--- src/rtl/fifo_pkg.sv ---
// Shared definitions for the 8-entry FIFO: state encoding (also used by the
// status-flag decoder) and default geometry.
package fifo_pkg;

    localparam int unsigned FIFO_DEPTH      = 8;
    localparam int unsigned FIFO_DATA_WIDTH = 32;
    localparam int unsigned FIFO_PTR_WIDTH  = 3;
    localparam int unsigned FIFO_CNT_WIDTH  = FIFO_PTR_WIDTH + 1;

    typedef enum logic [2:0] {
        IDLE     = 3'b000,
        WRITE    = 3'b001,
        READ     = 3'b010,
        WR_ERROR = 3'b011,
        RD_ERROR = 3'b100
    } fifo_state_e;

endpackage

--- src/rtl/fifo_mem.sv ---
// FIFO storage: register file with a synchronous write port and a
// combinational read port. Contents are deliberately not reset.
module fifo_mem #(
    parameter int unsigned DEPTH      = fifo_pkg::FIFO_DEPTH,
    parameter int unsigned DATA_WIDTH = fifo_pkg::FIFO_DATA_WIDTH,
    parameter int unsigned PTR_WIDTH  = fifo_pkg::FIFO_PTR_WIDTH
) (
    input  logic                  clk,
    input  logic                  we,
    input  logic [PTR_WIDTH-1:0]  waddr,
    input  logic [DATA_WIDTH-1:0] wdata,
    input  logic [PTR_WIDTH-1:0]  raddr,
    output logic [DATA_WIDTH-1:0] rdata
);

    logic [DATA_WIDTH-1:0] mem [DEPTH];

    always_ff @(posedge clk) begin
        if (we) begin
            mem[waddr] <= wdata;
        end
    end

    assign rdata = mem[raddr];

endmodule

--- src/rtl/fifo_ctrl.sv ---
// FIFO control core: decodes wr_en/rd_en against occupancy, advances the
// head/tail pointers and count, and registers read data and FSM state.
module fifo_ctrl #(
    parameter int unsigned DEPTH      = fifo_pkg::FIFO_DEPTH,
    parameter int unsigned DATA_WIDTH = fifo_pkg::FIFO_DATA_WIDTH,
    parameter int unsigned PTR_WIDTH  = fifo_pkg::FIFO_PTR_WIDTH,
    parameter int unsigned CNT_WIDTH  = fifo_pkg::FIFO_CNT_WIDTH
) (
    input  logic                  clk,
    input  logic                  reset_n,
    input  logic                  wr_en,
    input  logic                  rd_en,
    input  logic [DATA_WIDTH-1:0] din,
    output logic [DATA_WIDTH-1:0] dout,
    output logic [2:0]            state,
    output logic [CNT_WIDTH-1:0]  data_count
);

    import fifo_pkg::*;

    fifo_state_e           state_q, state_d;
    logic [PTR_WIDTH-1:0]  head_q, head_d;
    logic [PTR_WIDTH-1:0]  tail_q, tail_d;
    logic [CNT_WIDTH-1:0]  count_q, count_d;
    logic [DATA_WIDTH-1:0] dout_q, dout_d;
    logic                  mem_we;
    logic [DATA_WIDTH-1:0] mem_rdata;

    fifo_mem #(
        .DEPTH      (DEPTH),
        .DATA_WIDTH (DATA_WIDTH),
        .PTR_WIDTH  (PTR_WIDTH)
    ) u_mem (
        .clk   (clk),
        .we    (mem_we),
        .waddr (tail_q),
        .wdata (din),
        .raddr (head_q),
        .rdata (mem_rdata)
    );

    // Simultaneous wr_en/rd_en falls through to IDLE: both requests are dropped.
    always_comb begin
        state_d = IDLE;
        head_d  = head_q;
        tail_d  = tail_q;
        count_d = count_q;
        dout_d  = dout_q;
        mem_we  = 1'b0;
        if (wr_en && !rd_en) begin
            if (count_q == CNT_WIDTH'(DEPTH)) begin
                state_d = WR_ERROR;
            end else begin
                state_d = WRITE;
                mem_we  = 1'b1;
                tail_d  = tail_q + PTR_WIDTH'(1);
                count_d = count_q + CNT_WIDTH'(1);
            end
        end else if (rd_en && !wr_en) begin
            if (count_q == '0) begin
                state_d = RD_ERROR;
            end else begin
                state_d = READ;
                dout_d  = mem_rdata;
                head_d  = head_q + PTR_WIDTH'(1);
                count_d = count_q - CNT_WIDTH'(1);
            end
        end
    end

    always_ff @(posedge clk or negedge reset_n) begin
        if (!reset_n) begin
            state_q <= IDLE;
            head_q  <= '0;
            tail_q  <= '0;
            count_q <= '0;
            dout_q  <= '0;
        end else begin
            state_q <= state_d;
            head_q  <= head_d;
            tail_q  <= tail_d;
            count_q <= count_d;
            dout_q  <= dout_d;
        end
    end

    assign state      = state_q;
    assign data_count = count_q;
    assign dout       = dout_q;

endmodule

--- config.mk ---
export PLATFORM = sky130hd
export DESIGN_NAME = fifo_ctrl
export DESIGN_NICKNAME = d
export VERILOG_FILES = /design/src/rtl/fifo_pkg.sv /design/src/rtl/fifo_mem.sv /design/src/rtl/fifo_ctrl.sv
export SDC_FILE = /design/constraint.sdc
export NUM_CORES = 1
export LEC_CHECK = 0
export CORE_MARGIN = 2
export CORE_UTILIZATION = 50
export DETAILED_ROUTE_END_ITERATION = 12
export DONT_BUFFER_PORTS = 1
export PLACE_DENSITY_LB_ADDON = 0.12
export SYNTH_ARGS = -nofsm -noshare
export SYNTH_HDL_FRONTEND = slang
export SYNTH_SLANG_ARGS = --single-unit
--- constraint.sdc ---
create_clock -name clk -period 4.5 [get_ports clk]
set_input_delay 1.125 -clock clk [delete_from_list [all_inputs] [get_ports clk]]
set_output_delay 1.125 -clock clk [all_outputs]
set_load 0.01 [all_outputs]
==> parameters.txt, run 1 <==
Parameter                              Value

Outcome
  Outcome    completed

Clock network
  Buffer cell driving the clock tree root    sky130_fd_sc_hd__clkbuf_16
  Number of hold buffers added after cts    0
  TritonCTS clock tree    done
  Clock slew seen by the registers of the worst setup and hold paths    0.06 ns
  Number of buffers between clock root and the deepest sink    3
  Post-CTS repair timing setup buffer count    0
  Total number of clock tree sinks    301
  Number of buffers inserted during clock tree synthesis    31
  Insertion delay to the later sink of the worst-skew pair    0.55 ns
  # resized after CTS    0
  CTS H-tree depth    1

Synth
  Sequential cell area fraction in the yosys report    75.3%
  Mean instance size in the synthesized netlist    17.0 um^2
  EDFF count, synth    256
  Warnings from Yosys    0
  Synthesized netlist cell count    688
  Number of distinct library cells after synthesis    34
  Post-synthesis net count    731
  Synth Cell Area    11700 um^2
  Share of synthesized flip-flops with an asynchronous set or reset    15.0%
  Top_reg_cell synth    sky130_fd_sc_hd__edfxtp_1
  Number of register bits inferred by synthesis    301

Drt
  Drt wl/cell    21.2 um
  DRT Pass-1 Iters    4
  Residual antenna-violating net count after detailed routing    0
  Via count    5666
  Detailed Route Iter0 Violations    403
  Drt via density    5.48
  Overall routed net length    21.9 mm
  Post-detailed-route DRC marker count    0

GRT
  All-layer global routing usage    18.0%
  Global-route wire length before repair    34.1 mm
  Met2 routing resource usage after global routing    30.2%
  Initial antenna violation count    0
  GR Overflow Total    0
  GR Util met3    2.89%
  Via count of the first global-routing pass    6088
  Layer with the highest usage after global routing    met2
  Pin count of the biggest net entering global routing    68
  Met1 track demand over resource in global routing    25.0%

Placed design
  Count of input and output buffers    0
  Final RePlAce weighted congestion    0.729
  Post-DP HPWL    12.2 mm

Final layout
  Leading cell type in the layout, fill and taps excluded    sky130_fd_sc_hd__edfxtp_1
  Area of the multi-input gates    2610 um^2
  Area overhead of the layout relative to synthesis    11.8%
  Number of fill cells    1791
  Layout cells sized above 1    11.2%
  Number of nets in the final layout    739
  Antenna Diode Count    0
  Sequential cell area    8820 um^2
  Top library cells by usage in the layout, fill and taps aside    sky130_fd_sc_hd__edfxtp_1, sky130_fd_sc_hd__mux2i_1, sky130_fd_sc_hd__a22oi_1

Timing
  Rel. slew slack    32.5%
  Pins Over Slew Limit    0
  Final number of setup-violating endpoints    0
  Unrepaired setup endpoints after global routing    no
  Post-Route Setup TNS    0 ns
  Period utilization    61.9%
  Fin crit period    2.79 ns
  Number of failing hold endpoints at the final stage    0
  Worst clock skew    0.00794 ns
  Highest clock frequency the design can meet    359 MHz
  Slew of the pin with the lowest slew margin    1.01 ns

Floorplanning
  I/O pin total    75
  Die area    24700 um^2
  Initial Util    51.2%
  Die X-Extent    157 um
  Core footprint    22800 um^2
  Standard-cell row count    55
  DIE HEIGHT    157 um

Critical path
  Crit path largest cell delay    0.41 ns
  Worst reg-to-reg path cell count    5
  Crit-path cells    inv_1 -> ha_1 -> inv_1 -> a21oi_2 -> nand2b_1 -> nor2_4 -> buf_4
  Critical path required time    4.70 ns
  CP Class    in2reg
  Worst path most repeated cell    sky130_fd_sc_hd__inv_1
  CP Capture Type    register
  Highest net fanout along the worst path    24
  Data arrival time of the critical path    2.99 ns
  Slowest cell on the critical path    sky130_fd_sc_hd__buf_4
  Startpoint types    input port

Power
  Combinational share of power    21.9%
  Relative contribution of sequential cells to total power    46.9%
  Internal power    0.00568 W
  Power density relative to cell area    617 nW/um^2
  Maximum vdd drop    0.430 mV
  Net Sw Power    0.00240 W
  Switching portion of total power    29.7%
  Standby leakage power    4.72 nW
  Portion of total power attributed to the clock network    31.3%
  Power consumption    0.00808 W

Run
  Max-cap check violation count    0

Min path
  Min-delay worst type    in2async
sequential cells by signal, summed over array words and instances (netlist names):
name        cells
u_mem.mem     256
state           3
tail_q          3
data_count      4
dout           32
head_q          3
through the flow:
stage | hold WS (ns) | instance area (um^2) | instances | setup slack [ns] | util (%)
floorplan | 0.480 | 11700 | 688 | 0.746 | -
global placement | 0.499 | 12100 | 976 | 1.25 | 52.8
detailed placement | 0.505 | 12100 | 976 | 1.16 | 52.8
CTS | 0.246 | 13100 | 1034 | 1.73 | 57.3
global route | 0.245 | 13100 | 1034 | 1.58 | 57.3
finish | 0.265 | 13100 | 1034 | 1.71 | 57.3
worst max-delay path: cells and delay by family:
kind | cells | cell delay [ns]
fa+ha+maj | 1 | 0.34
compound gates | 1 | 0.26
simple gates | 2 | 0.64
buf+inv | 3 | 0.60
path summary, 6_finish.rpt:
path,endpoint,start,slack (ns)
min in group clk,tail_q[0],tail_q[0],0.51
setup reg to reg,u_mem.mem[4][24],data_count[1],2.06
hold / removal,dout[2],reset_n,0.26
hold reg to reg,tail_q[0],tail_q[0],0.51
setup / recovery,u_mem.mem[4][24],rd_en,1.71
max in group asynchronous,head_q[0],reset_n,4.13
synth_stat cells, types with 2 or more instances:
cell type                  count  area share, %
sky130_fd_sc_hd__a22oi_1      64            4.1
sky130_fd_sc_hd__o21ai_0      25            1.1
sky130_fd_sc_hd__mux2i_1     128             11
sky130_fd_sc_hd__buf_6         5           0.48
sky130_fd_sc_hd__nor3_1        2          0.085
sky130_fd_sc_hd__dfrtp_1      45            9.6
sky130_fd_sc_hd__inv_1        36            1.2
sky130_fd_sc_hd__buf_4        13           0.83
sky130_fd_sc_hd__mux2_2        2           0.19
sky130_fd_sc_hd__buf_2         8           0.34
sky130_fd_sc_hd__nor2b_1       2           0.11
sky130_fd_sc_hd__nor2_1        9           0.29
sky130_fd_sc_hd__o21ai_1       7           0.30
sky130_fd_sc_hd__nand2b_1      4           0.21
sky130_fd_sc_hd__xor2_1        3           0.22
sky130_fd_sc_hd__xnor2_1       6           0.45
sky130_fd_sc_hd__nand3_1      32            1.4
sky130_fd_sc_hd__edfxtp_1    256             66
sky130_fd_sc_hd__clkbuf_1     12           0.38
sky130_fd_sc_hd__a21oi_2       2           0.15
sky130_fd_sc_hd__nand2_1       8           0.26
sky130_fd_sc_hd__ha_1          7           0.75
area by class of cell:
class,count,share of cell area [%]
Timing Repair Buffer,13,0.841
Inverter,36,1.03
Multi-Input combinational cell,313,19.9
Clock buffer,50,7.16
Sequential cell,301,67.3
Clock inverter,8,0.707
Tap cell,313,2.99
per-layer routing:
layer	vias to the layer above	part of all wire [%]
met3	30	5.4
met1	2842	45
met4	0	1.7
met2	137	48
li1	2657	-
met5	-	0
power by group through the flow:
| stage | clock network [W] | logic [W] | registers (W) |
|---|---|---|---|
| global placement | 0 | 0.00175 | 0.00384 |
| finish | 0.00253 | 0.00177 | 0.00379 |
| global route | 0.00268 | 0.00195 | 0.00384 |
| CTS | 0.00258 | 0.00180 | 0.00380 |
| detailed placement | 0 | 0.00179 | 0.00385 |
| floorplan | 0 | 0.00149 | 0.00371 |
kinds of logic (layout without fill, tap and decap cells):
| group | after synthesis | in the layout | synth area share (%) |
|---|---|---|---|
| fa+ha+maj | 7 | 7 | 0.748 |
| simple gates | 63 | 63 | 2.91 |
| compound gates | 103 | 103 | 5.94 |
| mux | 131 | 131 | 11.3 |
| buf+inv | 74 | 107 | 3.20 |
| flops | 301 | 301 | 75.3 |
| xor+xnor | 9 | 9 | 0.673 |
No activity file was read; power rests on OpenSTA's default activity.
==> run 2: changes to the inputs <==
Clock period 4.5 ns to 2.8 ns, I/O delays scaled along.
==> run 2 against run 1 <==
Net effect: clock power is 56% higher; largest cell class unchanged; combinational power increased by 70%; critical endpoint is now u_mem.mem[2][12]; utilization is 0.76 points higher; final cell count grew 1.5%; clock skew is 0.0031 ns higher; register-to-register slack got worse by 1.5 ns; critical path type is now reg2reg; highest routed layer unchanged; worst hold slack lost 0.25 ns; first-iteration DRC count decreased by 12%; total power grew 62%.
==> parameters.txt, run 2 (synthesis gave the netlist of run 1 again) <==
Parameter                              Value

Outcome
  Outcome    completed

Floorplanning
  Die X-Extent    157 um (unchanged)
  Standard-cell row count    55 (unchanged)
  Die area    24700 um^2 (unchanged)
  I/O pin total    75 (unchanged)
  Core footprint    22800 um^2 (unchanged)
  DIE HEIGHT    157 um (unchanged)
  Initial Util    51.2% (unchanged)

Power
  Power consumption    0.0131 W (+62%)
  Maximum vdd drop    0.468 mV (+8.8%)
  Standby leakage power    4.80 nW (+1.8%)
  Power density relative to cell area    986 nW/um^2 (+60%)

Final layout
  Layout Cell Area excl Fill    13300 um^2 (+1.3%)
  Antenna Diode Count    0 (unchanged)
  Top library cells by usage in the layout, fill and taps aside    sky130_fd_sc_hd__edfxtp_1, sky130_fd_sc_hd__mux2i_1, sky130_fd_sc_hd__a22oi_1
  Flip-flop count of the largest register after layout    256 (unchanged)
  Number of nets in the final layout    756 (+2.3%)
  Register with the most flip-flops    u_mem.mem
  Leading cell type in the layout, fill and taps excluded    sky130_fd_sc_hd__edfxtp_1
  Layout cells sized above 1    12.6% (+1.4 points)
  Number of standard cells in the final layout excluding fillers    1050 (+1.5%)
  Area overhead of the layout relative to synthesis    13.3%

Drt
  Via count    5796 (+2.3%)
  Post-detailed-route DRC marker count    0 (unchanged)
  Drt via density    5.52 (+0.74%)
  Drt wl/cell    21.6 um (+2.1%)
  Residual antenna-violating net count after detailed routing    0 (unchanged)
  Detailed Route Iter0 Violations    354 (-12%)
  Overall routed net length    22.7 mm (+3.7%)
  DRT Pass-1 Iters    4 (unchanged)

Min path
  Min-delay worst type    in2async

Timing
  Slew of the pin with the lowest slew margin    0.664 ns (-0.347 ns)
  Post-Route Setup TNS    0 ns (unchanged)
  Fin crit period    2.20 ns
  Final number of setup-violating endpoints    0 (unchanged)
  Period utilization    78.4%
  Worst clock skew    0.0111 ns (+0.00313 ns)
  Unrepaired setup endpoints after global routing    no
  Rel. slew slack    55.7% (+23 points)
  Worst slack on hold paths    0.0144 ns (-0.250 ns)
  Highest clock frequency the design can meet    456 MHz
  Number of failing hold endpoints at the final stage    0 (unchanged)
  Pins Over Slew Limit    0 (unchanged)

Clock network
  Number of buffers inserted during clock tree synthesis    31 (unchanged)
  Total number of clock tree sinks    301 (unchanged)
  Clock slew seen by the registers of the worst setup and hold paths    0.06 ns (about the same)
  CTS H-tree depth    1 (unchanged)
  Number of buffers between clock root and the deepest sink    3 (unchanged)
  Buffer cell driving the clock tree root    sky130_fd_sc_hd__clkbuf_16
  TritonCTS clock tree    done
  Insertion delay to the later sink of the worst-skew pair    0.55 ns (about the same)

GRT
  Pin count of the biggest net entering global routing    68 (unchanged)
  Initial antenna violation count    0 (unchanged)
  GR Overflow Total    0 (unchanged)
  Via count of the first global-routing pass    6166 (+1.3%)
  Global-route wire length before repair    34.8 mm (+2.2%)
  All-layer global routing usage    18.8% (+0.79 points)

Placed design
  Post-DP HPWL    13.3 mm (+9.4%)
  Placed Instances    992 (+1.6%)
  Count of input and output buffers    0 (unchanged)
  Final RePlAce weighted congestion    0.749 (+2.7%)
  Placed cell areas    12300 um^2 (+1.6%)

Critical path
  Startpoint types    register
  CP Capture Type    register
  Worst reg-to-reg path cell count    5 (unchanged)
  Critical path required time    3.01 ns (-1.69 ns)
  Highest net fanout along the worst path    21 (-13%)
  Data arrival time of the critical path    2.40 ns (-0.59 ns)
  Endpoint of the most critical register-to-register path    u_mem.mem[2][12]
  Setup slack, reg-to-reg    0.60 ns (-1.46 ns)
  CP Class    reg2reg
  Origin of the critical flop-to-flop path    data_count[1]

Run
  Max-cap check violation count    0 (unchanged)
[run 2: final cells by class]
class / count / area (um^2)
Fill cell: 1797 / 9580
Sequential cell: 301 / 8820
Multi-Input combinational cell: 313 / 2610
Clock buffer: 46 / 852
Tap cell: 313 / 392
Timing Repair Buffer: 30 / 333
Inverter: 36 / 135
Clock inverter: 11 / 126
[run 2: metal layers]
layer	vias up	GRT usage, %	share of wire, %
li1	2691	-	-
met1	2946	24.3	43
met2	121	32.6	49
met3	38	3.77	5.2
met4	0	5.02	2.0
met5	-	0	0
[run 2: what timing repair did]
item	in CTS	in global routing
endpoints found under the hold margin	45	0
buffers inserted	0	0
hold buffers	1	0
setup endpoints to repair	0	0
gates resized for setup	0	0
[run 2: worst max-delay path by stage]
stage | startpoint | endpoint | cells after the start
after CTS | data_count[1] | u_mem.mem[2][5] | 5
after detailed placement | rd_en | u_mem.mem[2][8] | 7
after global routing | data_count[1] | u_mem.mem[2][12] | 5
final | data_count[1] | u_mem.mem[2][12] | 5
after global placement | rd_en | u_mem.mem[2][8] | 7
after floorplan | rd_en | u_mem.mem[6][0] | 6
[run 2: power breakdown]
part,switching [W],internal [W],total [W]
sequential,0.000656,0.00549,0.00614
combinational,0.00168,0.00132,0.00301
clock,0.00157,0.00236,0.00394
total,0.00391,0.00917,0.0131
[run 2: per-stage QoR]
stage	setup slack, ns	utilization, %
CTS	0.580	58.1
global route	0.413	58.1
detailed placement	0.351	53.7
finish	0.605	58.1
global placement	0.364	53.7
floorplan	-0.0706	-
[run 2: critical path: stages (launching register included)]
cell                       delay, ns
sky130_fd_sc_hd__dfrtp_1        0.59
sky130_fd_sc_hd__nor3_2         0.13
sky130_fd_sc_hd__a21oi_2        0.28
sky130_fd_sc_hd__nand2b_1       0.30
sky130_fd_sc_hd__nor2_4         0.18
sky130_fd_sc_hd__buf_4          0.35
==> run 3: changes to the inputs <==
Clock period 2.8 ns to 1.8 ns, I/O delays scaled along.
==> run 3 against run 2 <==
Net effect: cell area is 6.9% higher; total power is 67% higher; clock skew is 0.014 ns higher; utilization is 4.0 points higher; final cell count is 5.3% higher; register-to-register slack worse by 0.50 ns; non-clock buffer count is 53 higher; first-iteration DRC count is 12% higher; via count is 4.4% higher; global-route usage is 1.1 points higher; largest power group unchanged; highest routed layer unchanged.
==> parameters.txt, run 3 (synthesis gave the netlist of run 1 again) <==
Parameter                              Value

GRT
  GR Overflow Total    0 (unchanged)
  Pin count of the biggest net entering global routing    46 (-32%)
  Via count of the first global-routing pass    6408 (+3.9%)
  Global-route wire length before repair    37.1 mm (+6.6%)
  All-layer global routing usage    19.8% (+1.1 points)
  Initial antenna violation count    2 (+2)

Final layout
  Top library cells by usage in the layout, fill and taps aside    sky130_fd_sc_hd__edfxtp_1, sky130_fd_sc_hd__mux2i_1, sky130_fd_sc_hd__a22oi_1
  Leading cell type in the layout, fill and taps excluded    sky130_fd_sc_hd__edfxtp_1
  Flip-flop count of the largest register after layout    256 (unchanged)
  Area overhead of the layout relative to synthesis    21.1%
  Register with the most flip-flops    u_mem.mem
  Post-Route Utilization    62.1% (+4.0 points)
  Number of nets in the final layout    809 (+7.0%)
  Layout cells sized above 1    16.3% (+3.7 points)
  Number of fill cells    1689 (-6.0%)

Clock network
  Clock slew seen by the registers of the worst setup and hold paths    0.06 ns (about the same)
  Number of buffers inserted during clock tree synthesis    31 (unchanged)
  TritonCTS clock tree    done
  Number of buffers between clock root and the deepest sink    3 (unchanged)
  Buffer cell driving the clock tree root    sky130_fd_sc_hd__clkbuf_16
  # resized after CTS    0 (unchanged)
  CTS H-tree depth    1 (unchanged)
  Insertion delay to the later sink of the worst-skew pair    0.55 ns (about the same)
  Total number of clock tree sinks    301 (unchanged)

Timing
  Setup ws final    0.104 ns (-0.501 ns)
  Highest clock frequency the design can meet    590 MHz (+29%)
  Period utilization    94.2% (+16 points)
  Number of failing hold endpoints at the final stage    0 (unchanged)
  Worst clock skew    0.0249 ns (+0.0138 ns)
  Fin crit period    1.70 ns (-0.499 ns)
  Pins Over Slew Limit    0 (unchanged)
  Rel. slew slack    77.2% (+21 points)
  Final number of setup-violating endpoints    0 (unchanged)
  Slew of the pin with the lowest slew margin    0.341 ns (-0.323 ns)
  Unrepaired setup endpoints after global routing    no
  Worst slack on hold paths    0.212 ns (+0.197 ns)

Drt
  Via count    6053 (+4.4%)
  Post-detailed-route DRC marker count    0 (unchanged)
  DRT Pass-1 Iters    4 (unchanged)
  Drt via density    5.47 (-0.85%)
  Overall routed net length    24.0 mm (+5.9%)
  Drt wl/cell    21.7 um (+0.50%)
  Residual antenna-violating net count after detailed routing    0 (unchanged)
  Detailed Route Iter0 Violations    397 (+12%)

Placed design
  Pre-CTS setup slack    -0.0580 ns (-0.409 ns)
  Count of input and output buffers    0 (unchanged)
  Post-DP HPWL    13.5 mm (+1.0%)
  Final RePlAce weighted congestion    0.750 (+0.23%)

Floorplanning
  Die area    24700 um^2 (unchanged)
  DIE HEIGHT    157 um (unchanged)
  Die X-Extent    157 um (unchanged)
  Core footprint    22800 um^2 (unchanged)
  Standard-cell row count    55 (unchanged)
  Initial Util    51.2% (unchanged)
  I/O pin total    75 (unchanged)

Run
  Max-cap check violation count    0 (unchanged)

Power
  Standby leakage power    5.19 nW (+8.1%)
  Power density relative to cell area    1540 nW/um^2 (+57%)
  Maximum vdd drop    0.860 mV (+84%)

Critical path
  Worst path most repeated cell    sky130_fd_sc_hd__buf_12
  Slowest cell on the critical path    sky130_fd_sc_hd__dfrtp_1
  CP Class    reg2reg
  Crit-path cells    nor3_2 -> a21oi_4 -> nand2_4 -> buf_12 -> nor2_4 -> buf_12
  CP Capture Type    register
  Startpoint types    register
  CP bufs+invs    2 (+1)
  Critical path required time    2.03 ns (-0.98 ns)
  Crit path largest cell delay    0.42 ns (-0.17 ns)
  CP delay by family, top    flip-flops
  Data arrival time of the critical path    1.93 ns (-0.47 ns)
  Highest net fanout along the worst path    22 (+4.8%)

Outcome
  Outcome    completed

Min path
  Min-delay worst type    in2reg
[run 3: metal layers]
| metal | wire length [um] | global-route usage (%) | part of all wire [%] | vias up |
|---|---|---|---|---|
| met3 | 1460 | 3.83 | 6.1 | 27 |
| li1 | - | - | - | 2817 |
| met5 | 0 | 0 | 0 | - |
| met2 | 11600 | 32.6 | 48 | 160 |
| met1 | 10700 | 28.0 | 45 | 3049 |
| met4 | 255 | 3.98 | 1.1 | 0 |
[run 3: timing repair]
action                     CTS  global route
buffers inserted             0             2
setup endpoints to repair    0            66
hold endpoints to repair   301             0
hold buffers                34             0
[run 3: power breakdown]
part | switching (W) | internal (W)
Sequential | 0.000768 | 0.00853
Combinational | 0.00314 | 0.00254
Clock | 0.00263 | 0.00430
Total | 0.00653 | 0.0154
[run 3: final timing paths]
path,from,end,slack (ns),cells past startpoint
worst max-delay path,data_count[1],u_mem.mem[5][30],0.10,6
worst min-delay path,rd_en,data_count[1],0.21,3
worst max register to register,data_count[1],u_mem.mem[5][30],0.10,6
worst min register to register,tail_q[0],tail_q[0],0.57,1
max in group asynchronous,reset_n,head_q[0],1.02,2
min in group asynchronous,reset_n,dout[9],0.50,2
[run 3: per-stage QoR]
stage	instance area [um^2]	std cells	total power [W]	setup TNS [ns]
after floorplan	11800	688	0.0131	-64.59
after global placement	12600	1008	0.0148	-0.790
after detailed placement	12600	1008	0.0149	-6.60
after CTS	14100	1100	0.0220	0
after global routing	14200	1106	0.0229	0
final	14200	1106	0.0219	0
[run 3: final cells by class]
type	instances	area [um^2]	share of cell area, %
antenna	2	5.00	0.0353
clock buffer	33	783	5.52
tap	313	392	2.76
sequential	301	8820	62.2
timing repair buffer	83	1050	7.39
multi-input combinational	313	2650	18.7
inverter	36	150	1.06
clock inverter	25	342	2.41
[run 3: worst reg2reg max path, cell delays in order (launching register included)]
cell                      delay [ns]
sky130_fd_sc_hd__dfrtp_1        0.42
sky130_fd_sc_hd__nor3_2         0.09
sky130_fd_sc_hd__a21oi_4        0.26
sky130_fd_sc_hd__nand2_4        0.11
sky130_fd_sc_hd__buf_12         0.15
sky130_fd_sc_hd__nor2_4         0.14
sky130_fd_sc_hd__buf_12         0.21
